--- src/rtl/prd_bht_pkg.sv ---
// Shared constants, decode payload and counter helper for the prd_bht branch predictor.
package prd_bht_pkg;

    localparam int unsigned INST_ADDR_W = 32;
    localparam int unsigned INST_W      = 32;

    localparam logic [6:0] INST_TYPE_B  = 7'b1100011;
    localparam logic [6:0] INST_JAL     = 7'b1101111;

    localparam logic JUMP_ENABLE  = 1'b1;
    localparam logic JUMP_DISABLE = 1'b0;
    localparam logic RST_ENABLE   = 1'b1;

    typedef logic [INST_ADDR_W-1:0] inst_addr_t;
    typedef logic [1:0]             cnt_t;

    typedef struct packed {
        logic       is_b;
        logic       is_jal;
        inst_addr_t imm;
    } dec_t;

    // 2-bit saturating counter step toward the resolved outcome
    function automatic cnt_t cnt_next(input cnt_t cnt, input logic taken);
        cnt_t res;
        res = cnt;
        if (taken) begin
            if (cnt != 2'b11) res = cnt + 2'b01;
        end else begin
            if (cnt != 2'b00) res = cnt - 2'b01;
        end
        return res;
    endfunction

endpackage

--- src/rtl/prd_imm_dec.sv ---
// Combinational decode of the IF instruction into branch/JAL flags and sign-extended offset.
module prd_imm_dec
    import prd_bht_pkg::*;
(
    input  logic [INST_W-1:0] inst_i,
    output dec_t              dec_o
);

    always_comb begin
        dec_o = '0;
        case (inst_i[6:0])
            INST_TYPE_B: begin
                dec_o.is_b = 1'b1;
                dec_o.imm  = {{20{inst_i[31]}}, inst_i[7], inst_i[30:25], inst_i[11:8], 1'b0};
            end
            INST_JAL: begin
                dec_o.is_jal = 1'b1;
                dec_o.imm    = {{12{inst_i[31]}}, inst_i[19:12], inst_i[20], inst_i[30:21], 1'b0};
            end
            default: dec_o = '0;
        endcase
    end

endmodule

--- src/rtl/prd_bht.sv ---
// Dynamic branch predictor: PC-indexed 2-bit counter table, always-taken JAL, EX-driven training.
// Optional statistics counters are enabled by defining PRD_STATS_EN.
module prd_bht
    import prd_bht_pkg::*;
#(
    parameter int unsigned IDX_W    = 6,
    parameter logic [1:0]  INIT_CNT = 2'b01
) (
    input  logic             clk,
    input  logic             rstn,
    input  inst_addr_t       if_instaddr_i,
    input  logic [INST_W-1:0] if_inst_i,
    input  logic             ex_br_valid_i,
    input  inst_addr_t       ex_instaddr_i,
    input  logic             ex_jump_en_i,
    input  logic             prd_fail_i,
    output logic             prd_jump_en_o,
    output inst_addr_t       prd_jump_base_o,
    output inst_addr_t       prd_jump_ofset_o,
    output logic             bht_ready_o
`ifdef PRD_STATS_EN
    ,
    output logic [31:0]      stat_br_cnt_o,
    output logic [31:0]      stat_fail_cnt_o
`endif
);

    localparam int unsigned DEPTH = 2**IDX_W;

    typedef enum logic {
        ST_INIT = 1'b0,
        ST_RUN  = 1'b1
    } state_e;

    state_e           r_state;
    state_e           w_state_nxt;
    logic [IDX_W-1:0] r_init_idx;
    logic [IDX_W-1:0] w_init_idx_nxt;
    logic             r_ready;
    logic             w_ready_nxt;

    cnt_t             r_table [DEPTH];

    logic             w_wr_en;
    logic [IDX_W-1:0] w_wr_idx;
    cnt_t             w_wr_data;

    logic [IDX_W-1:0] w_if_idx;
    logic [IDX_W-1:0] w_ex_idx;
    dec_t             w_dec;
    logic             w_unused;

    assign w_if_idx = if_instaddr_i[IDX_W+1:2];
    assign w_ex_idx = ex_instaddr_i[IDX_W+1:2];
    assign w_unused = ^{ex_instaddr_i[INST_ADDR_W-1:IDX_W+2], ex_instaddr_i[1:0]};

    prd_imm_dec u_dec (
        .inst_i (if_inst_i),
        .dec_o  (w_dec)
    );

    always_ff @(posedge clk) begin
        if (rstn == RST_ENABLE) begin
            r_state    <= ST_INIT;
            r_init_idx <= '0;
            r_ready    <= 1'b0;
        end else begin
            r_state    <= w_state_nxt;
            r_init_idx <= w_init_idx_nxt;
            r_ready    <= w_ready_nxt;
        end
    end

    // Next state plus the single table write port (init sweep or training)
    always_comb begin
        w_state_nxt    = r_state;
        w_init_idx_nxt = r_init_idx;
        w_ready_nxt    = r_ready;
        w_wr_en        = 1'b0;
        w_wr_idx       = r_init_idx;
        w_wr_data      = INIT_CNT;
        case (r_state)
            ST_INIT: begin
                w_wr_en        = 1'b1;
                w_init_idx_nxt = r_init_idx + IDX_W'(1);
                if (&r_init_idx) begin
                    w_state_nxt = ST_RUN;
                    w_ready_nxt = 1'b1;
                end
            end
            ST_RUN: begin
                if (ex_br_valid_i) begin
                    w_wr_en   = 1'b1;
                    w_wr_idx  = w_ex_idx;
                    w_wr_data = cnt_next(r_table[w_ex_idx], ex_jump_en_i);
                end
            end
            default: w_state_nxt = ST_INIT;
        endcase
    end

    always_ff @(posedge clk) begin
        if ((rstn != RST_ENABLE) && w_wr_en) begin
            r_table[w_wr_idx] <= w_wr_data;
        end
    end

    // Zero-latency lookup; reads the pre-update counter on a same-index collision
    always_comb begin
        prd_jump_en_o    = JUMP_DISABLE;
        prd_jump_base_o  = '0;
        prd_jump_ofset_o = '0;
        if ((r_state == ST_RUN) && (w_dec.is_jal || (w_dec.is_b && r_table[w_if_idx][1]))) begin
            prd_jump_en_o    = JUMP_ENABLE;
            prd_jump_base_o  = if_instaddr_i;
            prd_jump_ofset_o = w_dec.imm;
        end
    end

    assign bht_ready_o = r_ready;

`ifdef PRD_STATS_EN
    logic [31:0] r_stat_br_cnt;
    logic [31:0] r_stat_fail_cnt;

    always_ff @(posedge clk) begin
        if (rstn == RST_ENABLE) begin
            r_stat_br_cnt   <= '0;
            r_stat_fail_cnt <= '0;
        end else if ((r_state == ST_RUN) && ex_br_valid_i) begin
            r_stat_br_cnt <= r_stat_br_cnt + 32'd1;
            if (prd_fail_i) r_stat_fail_cnt <= r_stat_fail_cnt + 32'd1;
        end
    end

    assign stat_br_cnt_o   = r_stat_br_cnt;
    assign stat_fail_cnt_o = r_stat_fail_cnt;
`else
    logic w_unused_fail;
    assign w_unused_fail = prd_fail_i;
`endif

endmodule
--- config.mk ---
export PLATFORM = sky130hd
export DESIGN_NAME = prd_bht
export DESIGN_NICKNAME = d
export VERILOG_FILES = /design/src/rtl/prd_bht_pkg.sv /design/src/rtl/prd_imm_dec.sv /design/src/rtl/prd_bht.sv
export SDC_FILE = /design/constraint.sdc
export NUM_CORES = 1
export LEC_CHECK = 0
export CORE_ASPECT_RATIO = 1.5
export CORE_MARGIN = 3
export CORE_UTILIZATION = 47
export DETAILED_ROUTE_END_ITERATION = 10
export PLACE_DENSITY_LB_ADDON = 0.12
export REMOVE_ABC_BUFFERS = 1
export SYNTH_ARGS = -nofsm -noshare
export SYNTH_HDL_FRONTEND = slang
export SYNTH_SLANG_ARGS = --single-unit
--- constraint.sdc ---
create_clock -name clk -period 5.4 [get_ports clk]
set_input_delay 1.35 -clock clk [delete_from_list [all_inputs] [get_ports clk]]
set_output_delay 1.35 -clock clk [all_outputs]
set_load 0.01 [all_outputs]
==> metrics.md <==
| Metric | Value |
|---|---|
| Status | `complete, no violations` |
| Max incr delay on CP | `0.50 ns` |
| Synth Area in Adders | `0.475%` |
| Die Y | `roughly 160 um` |
| Rows | `54` |
| Met2 WL | `between 10000 and 15000 um` |
| P_sw | `523 uW` |
| Total Routing Usage GR | `between 20 and 25%` |
| Inst Count DP | `835` |
| Final hold vios | `0` |
| Metal-1 WL | `~7300 um` |
| Initial drt markers | `421` |
| FF-to-FF setup slack | `2.65 ns` |
| Max_cap viols | `0` |
| Core area | `around 15000 um^2` |
| Core Util, Final | `63.8%` |
| Antenna diodes | `0` |
| Xor/xnor share of the synthesized area | `0.493%` |
| Uppermost layer routed | `met4` |
| Combinational power share | `under 10%` |
| Post-synth EDFFs | `128` |
| Hold path depth | `2` |
| Crit-path cells | `clkdlybuf4s50_1, buf_12, buf_4, mux4_2, mux2i_2, a22oi_1, nand3_2, nand3_4, buf_6, and2_1, clkdlybuf4s50_1` |
| TritonCTS Buffers | `17` |
| Max Slew Vio Count | `0` |
| Synth warn | `0` |
| Fin nets | `763` |
| Sw Share | `20.9%` |
| Ratio of final minimum period to clock period | `97.9%` |
| Worst Path Arrival | `3.94 ns` |
| Hold Path Origin | `bht_ready_o$_SDFFE_PP0P_` |
| Die ar. | `~17000 um^2` |
| Initial antenna violation count | `0` |
| WL/cell | `22.8 um` |
| Critical Path RT | `4.05 ns` |
| Met3 wire length | `1510 um` |
| CP Launch Type | `input pin` |
| Pwr Density | `roughly 270 nW/um^2` |
| CTS sink count | `136` |
| Root Driver | `clkbuf_16` |
| FFs w/ async S/R, synth | `0%` |
| Clk_skew | `0.0101 ns` |
| P_leak | `0.00345 uW` |
| Chip width | `between 100 and 150 um` |
| Simple-gate share of the synthesized area | `13.5%` |
| First-pass GRT wire length | `29500 um` |
| Final min period | `5.29 ns` |
| Crit-path most repeated cell | `clkdlybuf4s50_1` |
| CTS clk-pin slew, worst paths | `0.05 ns` |
| Post-DRT Antenna Nets | `0` |
| Grt ovf | `0` |
| Buffers and inverters on the worst path | `5` |
| Setup violators final | `0` |
| Area of the mapped netlist | `7110 um^2` |
| Fin area | `9350 um^2` |
| CP endpoint kind | `output pin` |
| Delay-heaviest family, CP | `buffers and inverters` |
| Drt total wl | `about 20000 um` |
| Starting density of the core | `between 40 and 50%` |
| WHS | `0.526 ns` |
| Final HPWL DP | `approximately 14000 um` |
| Post-synthesis sequential area ratio | `between 50% and 60%` |
| Layout cells sized above 1 | `between 10% and 20%` |
| Worst vdd ir | `248 uV` |
| Pre-antenna DRT Iters | `5` |
| CP Class | `input pin to output pin` |
| DRC | `0` |
| Critical R2R Capture | `r_table[35][1]$_DFFE_PP_` |
| Hold Path Sink | `bht_ready_o$_SDFFE_PP0P_` |
| Placement Cell Area | `a little under 9000 um^2` |
| Synth unique cells | `58` |
| CP max FO | `33` |
| Worst-skew pair later-pin latency | `0.43 ns` |
| Area Growth Syn to Fin | `31.5%` |
| Slowest CP cell | `clkdlybuf4s50_1` |
| Compound-cell area share of the yosys netlist | `6.50%` |
| Syn Area/Cell | `13.8 um^2` |
| RSZ-0062 raised after global routing | `false` |
| Worst Hold Class | `flop to flop` |
| Max Clk Rate | `about 0.19 GHz` |
| Most used flip-flop cell after synthesis | `edfxtp_1` |
| Non-filler cells, final | `870` |
| Io pins | `167` |
| Via-per-instance ratio | `between 5 and 6` |
| Port Buf Inserts | `138` |
| Clk buf depth | `2` |
| Via count | `5020` |
| Internal | `1970 uW` |
| GP Congestion | `0.925` |
| Clock power share | `45.9%` |
| CTS tree | `done` |
| Synth Instances | `just over 500` |
| Sequential Power Share | `45.9%` |
| Worst-Margin Slew | `between 0.9 and 1 ns` |
| FF-to-FF path depth | `5` |
| H-tree Lvls | `4` |
| Flops & latches, synth | `136` |
| Largest family of logic cells by synthesized area | `multiplexers` |
| Mux contribution to synthesized area | `between 10% and 20%` |
| Relative slew slack | `35.2%` |
| Worst R2R Start | `r_state$_SDFF_PP0_` |
| Largest net degree at the start of global routing | `65` |
| Vias in the first global route | `5037` |
==> registers in the layout (all words and copies together), names as in the netlist <==
name         cells
r_state          1
bht_ready_o      1
r_init_idx       6
r_table        128
==> worst max path at each step <==
| stage | from | slack (ns) | depth (start not counted) | end |
|---|---|---|---|---|
| 5_1_grt | if_instaddr_i[3] | 0.04 | 11 | prd_jump_ofset_o[2] |
| 2_1_floorplan | if_inst_i[2] | 0.60 | 6 | prd_jump_ofset_o[20] |
| 4_1_cts | if_instaddr_i[2] | 0.04 | 10 | prd_jump_ofset_o[26] |
| 6_report | if_instaddr_i[3] | 0.11 | 11 | prd_jump_ofset_o[8] |
| 3_5_place_dp | if_instaddr_i[2] | -0.25 | 10 | prd_jump_ofset_o[26] |
| 3_3_place_gp | if_instaddr_i[2] | -0.15 | 10 | prd_jump_ofset_o[28] |
==> metrics by stage <==
stage	TNS [ns]	setup WS (ns)	total power, uW
6_report	0	0.111	2500
5_1_grt	0	0.0395	2570
4_1_cts	0	0.0418	2500
3_5_place_dp	-8.14	-0.251	1370
3_3_place_gp	-5.77	-0.150	1360
2_1_floorplan	0	0.595	1240
==> placed cells by master (no fill, tap or decap), types with 11 or more instances in the layout <==
cell type	n
edfxtp_1	128
clkdlybuf4s50_1	123
nor2_1	82
mux4_2	32
and2_1	31
nand2_1	26
buf_4	25
clkbuf_16	17
mux4_1	14
mux2i_1	13
dlygate4sd2_1	11
==> what timing repair did <==
item | CTS | global route
setup endpoints to repair | 59 | 44
hold buffers | 0 | 0
cloned | 1 | 0
setup buffers | 2 | 0
pin swaps | 2 | 1
resized for setup | 17 | 4
==> synth_stat cells, types with 9 or more instances <==
cell / n / area, um^2
clkbuf_1: 10 / 37.5
nand2_1: 26 / 97.6
and2_1: 32 / 200
and2_4: 9 / 78.8
nor2_1: 83 / 312
mux4_1: 14 / 368
nand2b_1: 9 / 56.3
mux2i_1: 15 / 150
edfxtp_1: 128 / 3840
mux4_2: 32 / 721
buf_4: 14 / 105
==> area by class of cell <==
class,count,area (um^2)
clock buffer,19,433
clock inverter,13,155
fill,1124,5310
inverter,8,30.0
multi-input combinational,329,2820
sequential,136,4000
tap,196,245
timing repair buffer,169,1670
==> power groups by stage <==
stage	logic [uW]	clock network, uW	registers, uW
2_1_floorplan	79.0	0	1160
3_3_place_gp	199	0	1170
3_5_place_dp	200	0	1170
4_1_cts	206	1150	1140
5_1_grt	218	1210	1140
6_report	206	1150	1140
==> logic make-up after synthesis <==
logic type                 count (synthesis)
DFF                                      136
and+or+nand+nor                          192
other                                      1
AOI/OAI and AO/OA                         63
muxes                                     66
buffers and inverters                     49
adders and majority gates                  3
xor gates and xnor gates                   4
==> worst reg2reg max path, cell delays in order (launching register included) <==
cell,delay [ns]
dfxtp_1,0.58
and2_0,0.61
nand2_1,0.14
a21oi_1,0.34
nand2_1,0.44
nor2_1,0.33
==> per-layer routing <==
metal  vias to the layer above  track usage (%)
li1                       2253                -
met1                      2473             27.2
met2                       254             43.9
met3                        40             6.15
met4                         0             10.1
met5                         -                0
No activity file was read; power rests on OpenSTA's default activity.
